<file path="src/rtl/zeroheti_obi_arb.sv">
// zeroheti_obi_arb: round-robin OBI arbiter with locked selection and in-order response routing
module zeroheti_obi_arb #(
  parameter int NumMgr    = 3,
  parameter int MaxTrans  = 2,
  parameter int DataWidth = 32
) (
  input  logic                                  clk_i,
  input  logic                                  rst_ni,
  input  logic [NumMgr-1:0]                     mgr_req_i,
  input  logic [NumMgr-1:0][31:0]               mgr_addr_i,
  input  logic [NumMgr-1:0]                     mgr_we_i,
  input  logic [NumMgr-1:0][DataWidth/8-1:0]    mgr_be_i,
  input  logic [NumMgr-1:0][DataWidth-1:0]      mgr_wdata_i,
  output logic [NumMgr-1:0]                     mgr_gnt_o,
  output logic [NumMgr-1:0]                     mgr_rvalid_o,
  output logic [DataWidth-1:0]                  mgr_rdata_o,
  output logic                                  mgr_err_o,
  output logic                                  sbr_req_o,
  output logic [31:0]                           sbr_addr_o,
  output logic                                  sbr_we_o,
  output logic [DataWidth/8-1:0]                sbr_be_o,
  output logic [DataWidth-1:0]                  sbr_wdata_o,
  input  logic                                  sbr_gnt_i,
  input  logic                                  sbr_rvalid_i,
  input  logic [DataWidth-1:0]                  sbr_rdata_i,
  input  logic                                  sbr_err_i,
  output logic                                  busy_o
);
  localparam int IW = NumMgr > 1 ? $clog2(NumMgr) : 1;
  localparam int PW = MaxTrans > 1 ? $clog2(MaxTrans) : 1;
  localparam int CW = $clog2(MaxTrans + 1);

  logic [IW-1:0] rr_q, lock_idx_q, rr_pick, sel, head;
  logic          lock_q, rr_any, sel_valid, hs, pop;
  logic [IW-1:0] ids_q [MaxTrans];
  logic [PW-1:0] wptr_q, rptr_q;
  logic [CW-1:0] cnt_q;

  // Round-robin candidate: lowest offset after rr_q wins, so scan offsets downwards
  always_comb begin
    rr_pick = '0;
    rr_any  = 1'b0;
    for (int i = NumMgr; i >= 1; i--) begin
      if (mgr_req_i[IW'((int'(rr_q) + i) % NumMgr)]) begin
        rr_pick = IW'((int'(rr_q) + i) % NumMgr);
        rr_any  = 1'b1;
      end
    end
  end

  // Selection holds on the locked manager until its request is accepted
  always_comb begin
    sel          = lock_q ? lock_idx_q : rr_pick;
    sel_valid    = lock_q ? mgr_req_i[lock_idx_q] : rr_any;
    sbr_req_o    = rst_ni && sel_valid && (cnt_q < CW'(MaxTrans));
    sbr_addr_o   = mgr_addr_i[sel];
    sbr_we_o     = mgr_we_i[sel];
    sbr_be_o     = mgr_be_i[sel];
    sbr_wdata_o  = mgr_wdata_i[sel];
    hs           = sbr_req_o && sbr_gnt_i;
    mgr_gnt_o    = hs ? NumMgr'(1) << sel : '0;
    pop          = sbr_rvalid_i && (cnt_q != '0);
    head         = ids_q[rptr_q];
    mgr_rvalid_o = pop ? NumMgr'(1) << head : '0;
    mgr_rdata_o  = sbr_rdata_i;
    mgr_err_o    = sbr_err_i;
    busy_o       = cnt_q != '0;
  end

  // Arbitration pointer, lock and ID FIFO bookkeeping
  always_ff @(posedge clk_i or negedge rst_ni) begin
    if (!rst_ni) begin
      rr_q       <= IW'(NumMgr - 1);
      lock_q     <= 1'b0;
      lock_idx_q <= '0;
      wptr_q     <= '0;
      rptr_q     <= '0;
      cnt_q      <= '0;
    end else begin
      lock_q     <= sbr_req_o && !sbr_gnt_i;
      lock_idx_q <= sel;
      cnt_q      <= cnt_q + CW'(hs) - CW'(pop);
      if (hs) begin
        rr_q   <= sel;
        wptr_q <= wptr_q == PW'(MaxTrans - 1) ? '0 : wptr_q + 1'b1;
      end
      if (pop) rptr_q <= rptr_q == PW'(MaxTrans - 1) ? '0 : rptr_q + 1'b1;
    end
  end

  // ID storage needs no reset: entries are only read once counted as valid
  always_ff @(posedge clk_i) begin
    if (hs) ids_q[wptr_q] <= sel;
  end
endmodule

</file>
<file path="config.mk">
export PLATFORM = sky130hd
export DESIGN_NAME = zeroheti_obi_arb
export DESIGN_NICKNAME = d
export VERILOG_FILES = /design/src/rtl/zeroheti_obi_arb.sv
export SDC_FILE = /design/constraint.sdc
export NUM_CORES = 1
export LEC_CHECK = 0
export BUFFER_PORTS_ARGS = -buffer_cell sky130_fd_sc_hd__buf_4
export CAP_MARGIN = 20
export CORE_AREA = 2 2 139 141
export DETAILED_ROUTE_END_ITERATION = 8
export DIE_AREA = 0 0 141 143
export GPL_TIMING_DRIVEN = 0
export PLACE_DENSITY = 0.54
export SYNTH_ARGS = -nofsm -noshare
export SYNTH_HDL_FRONTEND = slang
export SYNTH_SLANG_ARGS = --single-unit
</file>
<file path="constraint.sdc">
create_clock -name clk_i -period 2.55 [get_ports clk_i]
set_input_delay 0.1275 -clock clk_i [delete_from_list [all_inputs] [get_ports clk_i]]
set_output_delay 0.1275 -clock clk_i [all_outputs]
set_load 0.02 [all_outputs]
</file>
# ---- Yosys cells after proc, flatten, opt, wreduce, memory -nomap -nowiden
# Memories as Yosys holds them, arrays and structs flattened.
# Index checks and enable logic that the tools add are counted.
dict set report totals {
  out_inout_bits 110
  n_memories 1
  word_cells 65
  register_bits 9
  ramBits 4
  inputBits 247
}
dict set report classes {
  n_reduce_logical 7
  muxes 33
  addsub 7
  shifts 2
  magnitude_cmp 6
  n_div 3
}
# memory words word_bits rd rd_ports_with_merged_regs write_ports line_no
set mem_list {}
lappend mem_list {ids_q 2 2 1 0 1 35} ;# logic [IW-1:0] ids_q [MaxTrans];
# operator n
set ops {}
lappend ops {{$bmux 32 s2} 2}
lappend ops {{$mod 32x3->32 const B} 3}
lappend ops {{$mux 32} 2}
lappend ops {{$mux 1} 16}
lappend ops {{$lt 2x4->1 const B} 3}
lappend ops {{$bmux 1 s2} 5}
lappend ops {{$bmux 4 s2} 1}
lappend ops {{$mux 2} 4}
lappend ops {{$add 2x2->3 const B} 2}
lappend ops {{$lt 2x3->1 const B} 2}
lappend ops {{$mux 3} 2}
lappend ops {{$shl 1x2->3 const A} 2}
lappend ops {{$logic_and 1x1->1} 5}
lappend ops {{$mux 4} 1}
lappend ops {{$add 2x1->3 const B} 1}
lappend ops {{$add 1x1->1 const B} 2}
lappend ops {{$add 2x1->2} 1}
lappend ops {{$lt 2x2->1 const B} 1}
lappend ops {{$reduce_bool 2->1} 1}
lappend ops {{$sub 2x1->2} 1}
lappend ops {{$logic_not 1->1} 1}

# ---- Longest topological paths before layout
# Gate-level depths: netlist of run 1.
dict set report logic_depth {
  word_depth 14
  mapped_depth 11
  depth_no_buf 10
}

# ---- Least setup slack after synthesis of run 1
# OpenSTA, ideal clock, no wires.
dict set report synth_timing {
  path_type {reg-to-output}
  startpoint {reg rr_q[1]}
  endpoint {out mgr_gnt_o[0]}
  required_ns 2.423
  stages_incl_launch_ff 7
  arrival_ns 2.367
  path_buffers 1
  slack_ns 0.056
  cell_sequence {dfstp_2 -> ha_1 -> clkbuf_1 -> maj3_1 -> a221oi_1 -> o21ai_2 -> nor3_1}
}
dict set report synth_via {
  elab_chain_len 13
  word_cells_on_any_way 28
  cone_classes {add/sub (3); div (3); shift (1); mux (18); reduce/logical (3)}
}
# element line_no
set synth_lines {}
lappend synth_lines {{from (decl)} 33} ;# logic [IW-1:0] rr_q, lock_idx_q, rr_pick, sel, head;
lappend synth_lines {{from (signal assigned)} 73} ;# rr_q <= IW'(NumMgr - 1);
lappend synth_lines {{from (signal assigned)} 84} ;# rr_q <= sel;
lappend synth_lines {{$add 2x2->3} {44, 45}}
lappend synth_lines {{$mod 32x3->32} {44, 45}}
lappend synth_lines {{$bmux 1 s2} 44} ;# if (mgr_req_i[IW'((int'(rr_q) + i) % NumMgr)]) begin
lappend synth_lines {{$mux 1 (not written as such) (2 in series)} 44}
lappend synth_lines {{$mux 1 (3 in series)} 44}
lappend synth_lines {{$mux 1} 54} ;# sel_valid = lock_q ? mgr_req_i[lock_idx_q] : rr_any;
lappend synth_lines {{$logic_and 1x1->1 (2 in series)} 55} ;# sbr_req_o = rst_ni && sel_valid && (cnt_q < CW'(MaxTrans));
lappend synth_lines {{$logic_and 1x1->1} 60} ;# hs = sbr_req_o && sbr_gnt_i;
lappend synth_lines {{$mux 3 *} 61} ;# mgr_gnt_o = hs ? NumMgr'(1) << sel : '0;
lappend synth_lines {{to (decl)} 14} ;# output logic [NumMgr-1:0] mgr_gnt_o,
# Mark *: on every way between the ends. The rest lies on a longest branch, timed or not. The select of a mux whose other input is x is not followed.

# ---- Worst setup path in the final report of run 1
dict set report layout_timing {
  startpoint {reg rr_q[1]}
  endpoint {out sbr_wdata_o[19]}
}
dict set report layout_via {
  elab_chain_len 11
  word_cells_on_any_way 21
  cone_classes {add/sub (3); div (3); mux (15)}
}
# element line_no
set layout_lines {}
lappend layout_lines {{$add 2x2->3} {44, 45}}
lappend layout_lines {{$mod 32x3->32} {44, 45}}
lappend layout_lines {{$bmux 1 s2} 44}
lappend layout_lines {{$mux 1 (not written as such) (2 in series)} 44}
lappend layout_lines {{$mux 2 (2 in series)} 44}
lappend layout_lines {{$mux 2 *} 44}
lappend layout_lines {{$mux 2 *} 53} ;# sel = lock_q ? lock_idx_q : rr_pick;
lappend layout_lines {{$bmux 32 s2 *} 59} ;# sbr_wdata_o = mgr_wdata_i[sel];
lappend layout_lines {{$mux 32 (not written as such) *} 59}
lappend layout_lines {{to (decl)} 22} ;# output logic [DataWidth-1:0] sbr_wdata_o,
# Marked as above.

==> impl_metrics.env, run 1 <==
export IMPL_port_buffers=323
export IMPL_cts_root_buffer="clkbuf_16"
export IMPL_first_pass_iters=4
export IMPL_grt_pass1_wl_um=28100
export IMPL_worstPathMaxFanout=10
export IMPL_core_region_area_mm2=0.0186
export IMPL_crit_type="flip-flop to output pin"
export IMPL_worstMarginPinSlew_ps=691
export IMPL_yosys_mux_area_fraction_pct=1.52
export IMPL_syn_num_nets=711
export IMPL_p_leak_nw=3.46
export IMPL_dpl_cell_area_mm2=0.00609
export IMPL_async_reset_ff_share_pct=69.2
export IMPL_globalRoute_totalOverflow=0
export IMPL_synth_edf_count=4
export IMPL_setup_violations=70
export IMPL_insertion_delay_ps=240
export IMPL_postLayoutCellArea_mm2=0.00710
export IMPL_start_util_pct=18.2
export IMPL_synth_adder_area_share_pct=1.78
export IMPL_synth_top_family_by_area="simple AND/OR/NAND/NOR gates"
export IMPL_synth_cell_types=38
export IMPL_clk_pin_slew_ps=40
export IMPL_min_path_type="primary input to flip-flop"
export IMPL_yosys_warnings=0
export IMPL_postSynthAreaPerCell_um2=7.34
export IMPL_ant_nets=0
export IMPL_violations="setup timing"
export IMPL_cp_data_required_time_ps=2420
export IMPL_dieArea_mm2=0.0202
export IMPL_synth_most_common_cell="nand4_1"
export IMPL_rsz0062_at_grt="yes"
export IMPL_seq_area_frac_synth_pct=10.3
export IMPL_ys_ff_latch=13
export IMPL_rows=50
export IMPL_cts_tree="built"
export IMPL_drc=0
export IMPL_cap_violations=0
export IMPL_antenna_found_initial=0
export IMPL_wirelength_um=19700
export IMPL_startpoint_type="flip-flop"
export IMPL_grt_use_total_pct=17.7
export IMPL_p_total_mw=8.87
export IMPL_fmax_ghz=0.373
export IMPL_area_growth_pct=110
export IMPL_cp_end_kind="output pin"
export IMPL_gp_congestion=0.810
export IMPL_antenna_cells=0
export IMPL_syn_inst=460
export IMPL_finalSetupTns_ps=-4330
export IMPL_final_util_pct=38.2
export IMPL_status="complete, but fails checks"
export IMPL_htree_num_levels=1
export IMPL_drt_iter0_drc=160
export IMPL_dp_hpwl_um=15000
export IMPL_multi_input_area_mm2=0.00252
export IMPL_arrival_ps=2550
export IMPL_p_per_area_mw_per_mm2=1250
export IMPL_viasPerCell=4.85
export IMPL_synth_flop_cell="dfrtp_1"
export IMPL_wl_per_cell_um=19.0
export IMPL_synth_simple_area_share_pct=37.1
export IMPL_min_period_ps=2680
export IMPL_irDropWorstVdd_v=0.000419
export IMPL_slew_violations=0
export IMPL_fin_ws_ps=-132
export IMPL_nNetsFinal=1054
export IMPL_fin_skew_ps=1.30
export IMPL_drive_gt1_share_pct=63.1
export IMPL_cts_made_buffers=3
export IMPL_num_io_pins=357
export IMPL_synth_area_mm2=0.00337
export IMPL_synth_common_cells="138 x nand4_1, 74 x nand2_1, 69 x o211ai_2"
export IMPL_relSlewSlack_pct=54.0
export IMPL_seqCellArea_um2=347
export IMPL_die_x_um=141
export IMPL_synth_compound_area_share_pct=29.4
export IMPL_num_vias=5026
export IMPL_cts_sinks=13
export IMPL_synth_xor_area_share_pct=1.04
export IMPL_fillerInstances=1927
export IMPL_yosys_area_top_type="nand4_1"
export IMPL_clockBufferDepth=2
export IMPL_die_y_um=143
export IMPL_timing_final_crit_share_pct=105
export IMPL_grt_start_max_net_pins=13
export IMPL_yosys_top_cells_area="nand4_1 26%, o211ai_2 26%, nand2_1 8.2%, buf_4 7.3%, dfrtp_1 5.9%"
export IMPL_final_hold_viol_count=0
export IMPL_grt_pass1_vias=5062
export IMPL_synth_top_area_share_pct=25.6
==> flip-flops by register name (all words and copies together) (netlist names) <==
| register | cells |
|---|---|
| ids_q | 4 |
| rptr_q | 1 |
| rr_q | 2 |
| cnt_q | 2 |
| lock_idx_q | 2 |
| wptr_q | 1 |
| lock_q | 1 |
==> critical path, stage by stage, from the launching register on <==
cell and delay, ps:
dfstp_2 560, ha_4 150, buf_6 100, o21ai_0 90, a32oi_1 210, o41a_1 270, buf_4 270, buf_4 210
nand4_1 150, o211ai_4 140, buf_6 140
==> final cells by class <==
| type | instances | share of cell area [%] |
|---|---|---|
| plain buffers | 95 | 11.3 |
| well taps | 234 | 4.13 |
| inverters | 16 | 0.899 |
| flip-flops and latches | 13 | 4.88 |
| multi-input cells | 333 | 35.5 |
| clock buffers | 4 | 1.11 |
| repair buffers | 341 | 42.1 |
==> report_power, final <==
group / internal, mW / switching (mW) / total, mW
registers: 0.305 / 0.0530 / 0.358
logic: 3.87 / 4.35 / 8.22
clock network: 0.211 / 0.0842 / 0.295
==> cells in the final DEF (no fill, tap or decap), types with 5 or more instances in the layout <==
cell and n:
buf_1 6, buf_12 10, buf_4 309, buf_6 73
buf_8 6, clkbuf_1 11, clkbuf_16 8, dfrtp_1 8
inv_1 13, nand2_1 74, nand4_1 138, nor2_1 11
o211ai_2 64, o211ai_4 5
==> repair_timing <==
item,CTS,global route
endpoints found under the setup margin,74,73
hold buffers,1,0
setup buffers,6,3
pin swaps,54,13
gates cloned,3,5
hold endpoints to repair,9,0
gates resized for setup,159,32
==> stage by stage <==
stage / hold WS, ps / instances / setup slack, ps
final: 44.5 / 1036 / -132
after global routing: 55.1 / 1036 / -273
after CTS: 40.6 / 1028 / -102
after detailed placement: -26.3 / 1017 / -421
after global placement: -30.1 / 1017 / -429
after floorplan: -168 / 460 / 55.8
==> routing by layer <==
layer / vias up / GRT usage (%) / wire [µm]
met4: 0 / 2.68 / 240
met2: 249 / 32.2 / 9930
li1: 2434 / - / -
met1: 2326 / 22.3 / 8120
met5: - / 0 / 0
met3: 17 / 2.85 / 1370
==> cells by family after synthesis <==
family,after synthesis
AND/OR/NAND/NOR,234
multiplexers,5
XOR/XNOR,4
adder cells (fa/ha/maj),5
buffers and inverters,114
AO/OA/AOI/OAI,85
flip-flops,13
==> worst paths after layout <==
kind / startpoint / to / slack [ps] / depth (start not counted)
hold / removal: sbr_gnt_i / lock_q / 40 / 2
setup reg to reg: rr_q[1] / cnt_q[1] / 60 / 11
hold reg to reg: cnt_q[1] / cnt_q[1] / 470 / 1
max in group asynchronous: rst_ni / rr_q[1] / 2060 / 2
setup / recovery: rr_q[1] / sbr_wdata_o[19] / -130 / 10
min in group asynchronous: rst_ni / wptr_q / 260 / 2
Power figures use the tool's default switching activity.
==> run 2: changes to the inputs <==
- CTS_BUF_LIST: not set -> sky130_fd_sc_hd__clkbuf_8
- REMOVE_ABC_BUFFERS: not set -> 1
- SETUP_SLACK_MARGIN: not set -> 0.5
==> impl_metrics.env, run 2 (synthesis gave the netlist of run 1 again) <==
export IMPL_p_leak_nw=3.47
export IMPL_grt_use_total_pct=20.6
export IMPL_hold_depth=2
export IMPL_cap_violations=0
export IMPL_multi_input_area_mm2=0.00270
export IMPL_crit_type="flip-flop to output pin"
export IMPL_fin_skew_ps=2.72
export IMPL_gp_congestion=0.737
export IMPL_rows=50
export IMPL_layout_commonest_cell="buf_4"
export IMPL_start_util_pct=18.2
export IMPL_drive_gt1_share_pct=65.3
export IMPL_finalNonFillerCells=978
export IMPL_p_per_area_mw_per_mm2=1410
export IMPL_cts_tree="built"
export IMPL_insertion_delay_ps=240
export IMPL_cts_made_buffers=3
export IMPL_antenna_cells=0
export IMPL_switching_share_pct=52.0
export IMPL_status="complete, but fails checks"
export IMPL_first_pass_iters=4
export IMPL_regMostFlops="ids_q"
export IMPL_timing_final_crit_share_pct=106
export IMPL_area_growth_pct=118
export IMPL_violations="setup timing"
export IMPL_grt_pass1_wl_um=31500
export IMPL_cts_root_buffer="clkbuf_8"
export IMPL_die_y_um=143
export IMPL_slew_violations=0
export IMPL_dpl_cell_area_mm2=0.00541
export IMPL_place_inst=892
export IMPL_drc=0
export IMPL_die_x_um=141
export IMPL_fillerInstances=1864
export IMPL_grt_start_max_net_pins=78
export IMPL_final_util_pct=39.6
export IMPL_nNetsFinal=996
export IMPL_postLayoutCellArea_mm2=0.00736
export IMPL_port_buffers=290
export IMPL_wl_per_cell_um=25.8
export IMPL_num_io_pins=357
export IMPL_whs_ps=48.6
export IMPL_layout_common_cells="237 x buf_4, 138 x nand4_1, 86 x buf_6"
export IMPL_worstMarginPinSlew_ps=466
export IMPL_globalRoute_totalOverflow=0
export IMPL_rsz0062_at_grt="yes"
export IMPL_final_hold_viol_count=0
export IMPL_cp_end_kind="output pin"
export IMPL_fin_ws_ps=-149
export IMPL_viasPerCell=5.32
export IMPL_ant_nets=0
export IMPL_wirelength_um=25200
export IMPL_setup_violations=72
export IMPL_worstPathMaxFanout=7
export IMPL_clk_pin_slew_ps=50
export IMPL_irDropWorstVdd_v=0.000581
export IMPL_seqCellArea_um2=348
export IMPL_min_period_ps=2700
export IMPL_arrival_ps=2570
export IMPL_fmax_ghz=0.371
export IMPL_largest_reg_flops=4
export IMPL_internal_power_mw=4.99
export IMPL_cts_sinks=13
export IMPL_r2r_cells=12
export IMPL_seqPwrFrac_pct=3.9
export IMPL_drt_iter0_drc=259
export IMPL_relSlewSlack_pct=68.9
export IMPL_min_path_type="primary input to flip-flop"
export IMPL_num_vias=5204
export IMPL_htree_num_levels=1
export IMPL_antenna_found_initial=0
export IMPL_core_region_area_mm2=0.0186
export IMPL_grt_pass1_vias=4986
export IMPL_dp_hpwl_um=12300
export IMPL_pwr_share_clk_pct=1.7
export IMPL_p_comb_share_pct=94.4
export IMPL_startpoint_type="flip-flop"
export IMPL_clockBufferDepth=2
export IMPL_switching_power_mw=5.42
export IMPL_cp_data_required_time_ps=2420
export IMPL_finalSetupTns_ps=-5850
export IMPL_dieArea_mm2=0.0202
## run 2: final cells by class
class	count	area share (%)
clock buffers	3	0.561
clock inverters	1	0.0680
inverters	16	1.16
multi-input cells	341	36.7
flip-flops and latches	13	4.72
well taps	234	3.98
repair buffers	362	50.2
repair inverters	8	2.63
## run 2: critical path, cell delays in order, from the launching register on
cell and delay [ps]:
dfstp_2 570, ha_4 150, nor2b_4 140, o21ai_2 70, a2111o_2 490, buf_8 160, buf_12 150, buf_16 150
nand4_1 130, o211ai_2 150, buf_6 160
## run 2: worst paths after layout
check	endpoint	slack [ps]	startpoint
setup / recovery	sbr_addr_o[18]	-150	rr_q[1]
hold / removal	lock_q	50	sbr_gnt_i
setup reg to reg	cnt_q[1]	170	rr_q[1]
hold reg to reg	cnt_q[1]	480	cnt_q[1]
max in group asynchronous	rr_q[1]	2060	rst_ni
min in group asynchronous	rr_q[0]	260	rst_ni
## run 2: power groups by stage
stage | registers [mW] | clock network [mW] | logic (mW)
detailed placement | 0.376 | 0 | 5.91
global placement | 0.359 | 0 | 4.53
global route | 0.415 | 0.190 | 10.3
floorplan | 0.360 | 0 | 3.53
finish | 0.406 | 0.180 | 9.83
CTS | 0.400 | 0.182 | 8.31
## run 2: metrics by stage
step           setup WS (ps)  total power [mW]
2_1_floorplan          -4010              3.89
3_5_place_dp            -870              6.29
4_1_cts                 -177              8.89
6_report                -149              10.4
3_3_place_gp           -7690              4.89
5_1_grt                 -193              10.9
## run 2: timing repair
action	CTS	global route
gates resized for setup	119	71
pin swaps	61	79
hold endpoints to repair	9	0
cloned	22	21
buffers inserted	29	9
hold buffers	1	0
setup endpoints to repair	89	88
## run 2: routing by layer
layer | vias up | routed length, µm | track usage, % | part of all wire (%)
met5 | - | 71 | 3.51 | 0.28
met4 | 2 | 327 | 2.16 | 1.3
met3 | 28 | 2290 | 7.24 | 9.1
met2 | 277 | 11900 | 34.1 | 47
met1 | 2551 | 10600 | 26.6 | 42
li1 | 2346 | - | - | -
==> run 3: changes to the inputs <==
- PLACE_DENSITY: 0.54 -> 0.47
- clock period: 2.55 -> 3.1 ns (I/O delays scaled with it)
==> impl_metrics.env, run 3 (synthesis gave the netlist of run 1 again) <==
export IMPL_cp_end_kind="output pin"
export IMPL_cp_cell_sequence="buf_6 > ha_4 > and3_4 > a2111o_2 > and2_4 > clkbuf_16 > o211ai_2 > buf_6"
export IMPL_whs_ps=69.4
export IMPL_drt_iter0_drc=247
export IMPL_num_vias=4964
export IMPL_die_y_um=143
export IMPL_area_growth_pct=107
export IMPL_insertion_delay_ps=230
export IMPL_wirelength_um=22700
export IMPL_first_pass_iters=4
export IMPL_fin_ws_ps=308
export IMPL_cts_root_buffer="clkbuf_8"
export IMPL_dieArea_mm2=0.0202
export IMPL_grt_pass1_vias=4892
export IMPL_slew_violations=0
export IMPL_htree_num_levels=1
export IMPL_path_delay_family="compound AO/OA/AOI/OAI gates"
export IMPL_p_per_area_mw_per_mm2=1140
export IMPL_grt_start_max_net_pins=72
export IMPL_min_period_ps=2790
export IMPL_timing_final_crit_share_pct=90.1
export IMPL_antenna_cells=0
export IMPL_use_met1_pct=24.9
export IMPL_die_x_um=141
export IMPL_status="complete, no violations"
export IMPL_wl_per_cell_um=23.7
export IMPL_relSlewSlack_pct=66.7
export IMPL_port_buffers=290
export IMPL_cap_violations=0
export IMPL_ant_nets=0
export IMPL_p_leak_nw=3.35
export IMPL_layout_commonest_cell="buf_4"
export IMPL_grt_pass1_wl_um=29300
export IMPL_drc=0
export IMPL_fin_skew_ps=0.726
export IMPL_pre_cts_slack_ps=-413
export IMPL_largest_reg_flops=4
export IMPL_start_util_pct=18.2
export IMPL_cp_data_required_time_ps=2940
export IMPL_regMostFlops="ids_q"
export IMPL_viasPerCell=5.17
export IMPL_min_path_type="primary input to flip-flop"
export IMPL_crit_type="flip-flop to output pin"
export IMPL_nNetsFinal=979
export IMPL_use_met2_pct=30.7
export IMPL_fmax_ghz=0.358
export IMPL_drive_gt1_share_pct=61.9
export IMPL_cts_sinks=13
export IMPL_rsz0062_at_grt="yes"
export IMPL_gp_congestion=0.709
export IMPL_antenna_found_initial=0
export IMPL_clk_pin_slew_ps=50
export IMPL_p_total_mw=7.97
export IMPL_path_buf_inv=3
export IMPL_max_stage_delay_ps=560
export IMPL_cp_slowest_cell="dfstp_2"
export IMPL_cts_tree="built"
export IMPL_globalRoute_totalOverflow=0
export IMPL_cts_made_buffers=3
export IMPL_dp_hpwl_um=12000
export IMPL_grt_use_total_pct=18.8
export IMPL_worstPathMaxFanout=8
export IMPL_rows=50
export IMPL_layout_common_cells="249 x buf_4, 138 x nand4_1, 71 x nand2_1"
export IMPL_arrival_ps=2640
export IMPL_startpoint_type="flip-flop"
export IMPL_irDropWorstVdd_v=0.000499
export IMPL_final_hold_viol_count=0
export IMPL_num_io_pins=357
export IMPL_setup_violations=0
export IMPL_gr_usage_met3_pct=6.41
export IMPL_cpMostUsedCell="buf_6"
export IMPL_core_region_area_mm2=0.0186
export IMPL_clockBufferDepth=2
export IMPL_gr_max_usage_layer="met2"
export IMPL_worstMarginPinSlew_ps=499
[run 3: cell count changes in the layout (fill, tap and decap cells not counted), sizes merged]
cell	before	now
buf	349	335
clkinv	7	1
inv	17	22
bufbuf	0	2
clkbuf	15	13
o41a	3	1
a2111o	2	3
clkinvlp	1	0
[run 3: worst reg2reg max path, delay by kind of cell (launching register included)]
kind / cells / cell delay, ps
XOR/XNOR: 2 / 320
AO/OA/AOI/OAI: 2 / 600
adder cells (fa/ha/maj): 2 / 370
buffers and inverters: 3 / 320
flip-flops: 1 / 560
AND/OR/NAND/NOR: 1 / 50
multiplexers: 1 / 170
[run 3: timing repair]
item	in CTS	in global routing
pin swaps	44	64
endpoints found under the hold margin	9	0
buffers inserted	19	8
gates resized for setup	91	43
hold buffers	1	0
setup endpoints to repair	80	73
gates cloned	17	18
[run 3: final timing paths]
check                      startpoint       endpoint  slack [ps]  depth (start not counted)
min in group asynchronous      rst_ni  lock_idx_q[1]         290                          2
hold / removal              sbr_gnt_i         lock_q          70                          2
max in group asynchronous      rst_ni        rr_q[1]        2590                          2
setup reg to reg              rr_q[1]       cnt_q[1]         640                         11
hold reg to reg              cnt_q[1]       cnt_q[1]         490                          1
setup / recovery              rr_q[1]  sbr_addr_o[9]         310                          8
[run 3: area by class of cell]
| class | count | area [µm²] |
|---|---|---|
| Clock buffer | 3 | 41.3 |
| Timing Repair inverter | 6 | 113 |
| Clock inverter | 1 | 3.75 |
| Sequential cell | 13 | 347 |
| Inverter | 16 | 76.3 |
| Multi-Input combinational cell | 340 | 2650 |
| Timing Repair Buffer | 348 | 3450 |
| Tap cell | 234 | 293 |
| Fill cell | 1927 | 11600 |
[run 3: per-layer routing]
layer,wire (µm),vias to the layer above
li1,-,2311
met1,9970,2371
met2,10400,258
met3,2070,22
met4,226,2
met5,87,-
[run 3: through the flow]
stage	instance area (µm²)	util [%]	std cells	setup TNS (ps)
2_1_floorplan	2800	-	362	-257760
3_3_place_gp	5270	28.3	886	-567060
3_5_place_dp	5460	29.4	894	-13350
4_1_cts	6380	34.3	935	0
5_1_grt	6970	37.5	961	0
6_report	6970	37.5	961	0
[run 3: report_power, final]
group	internal (mW)	leakage, nW	switching (mW)
Sequential	0.251	0.146	0.0666
Combinational	3.53	3.18	3.98
Clock	0.0871	0.0269	0.0550
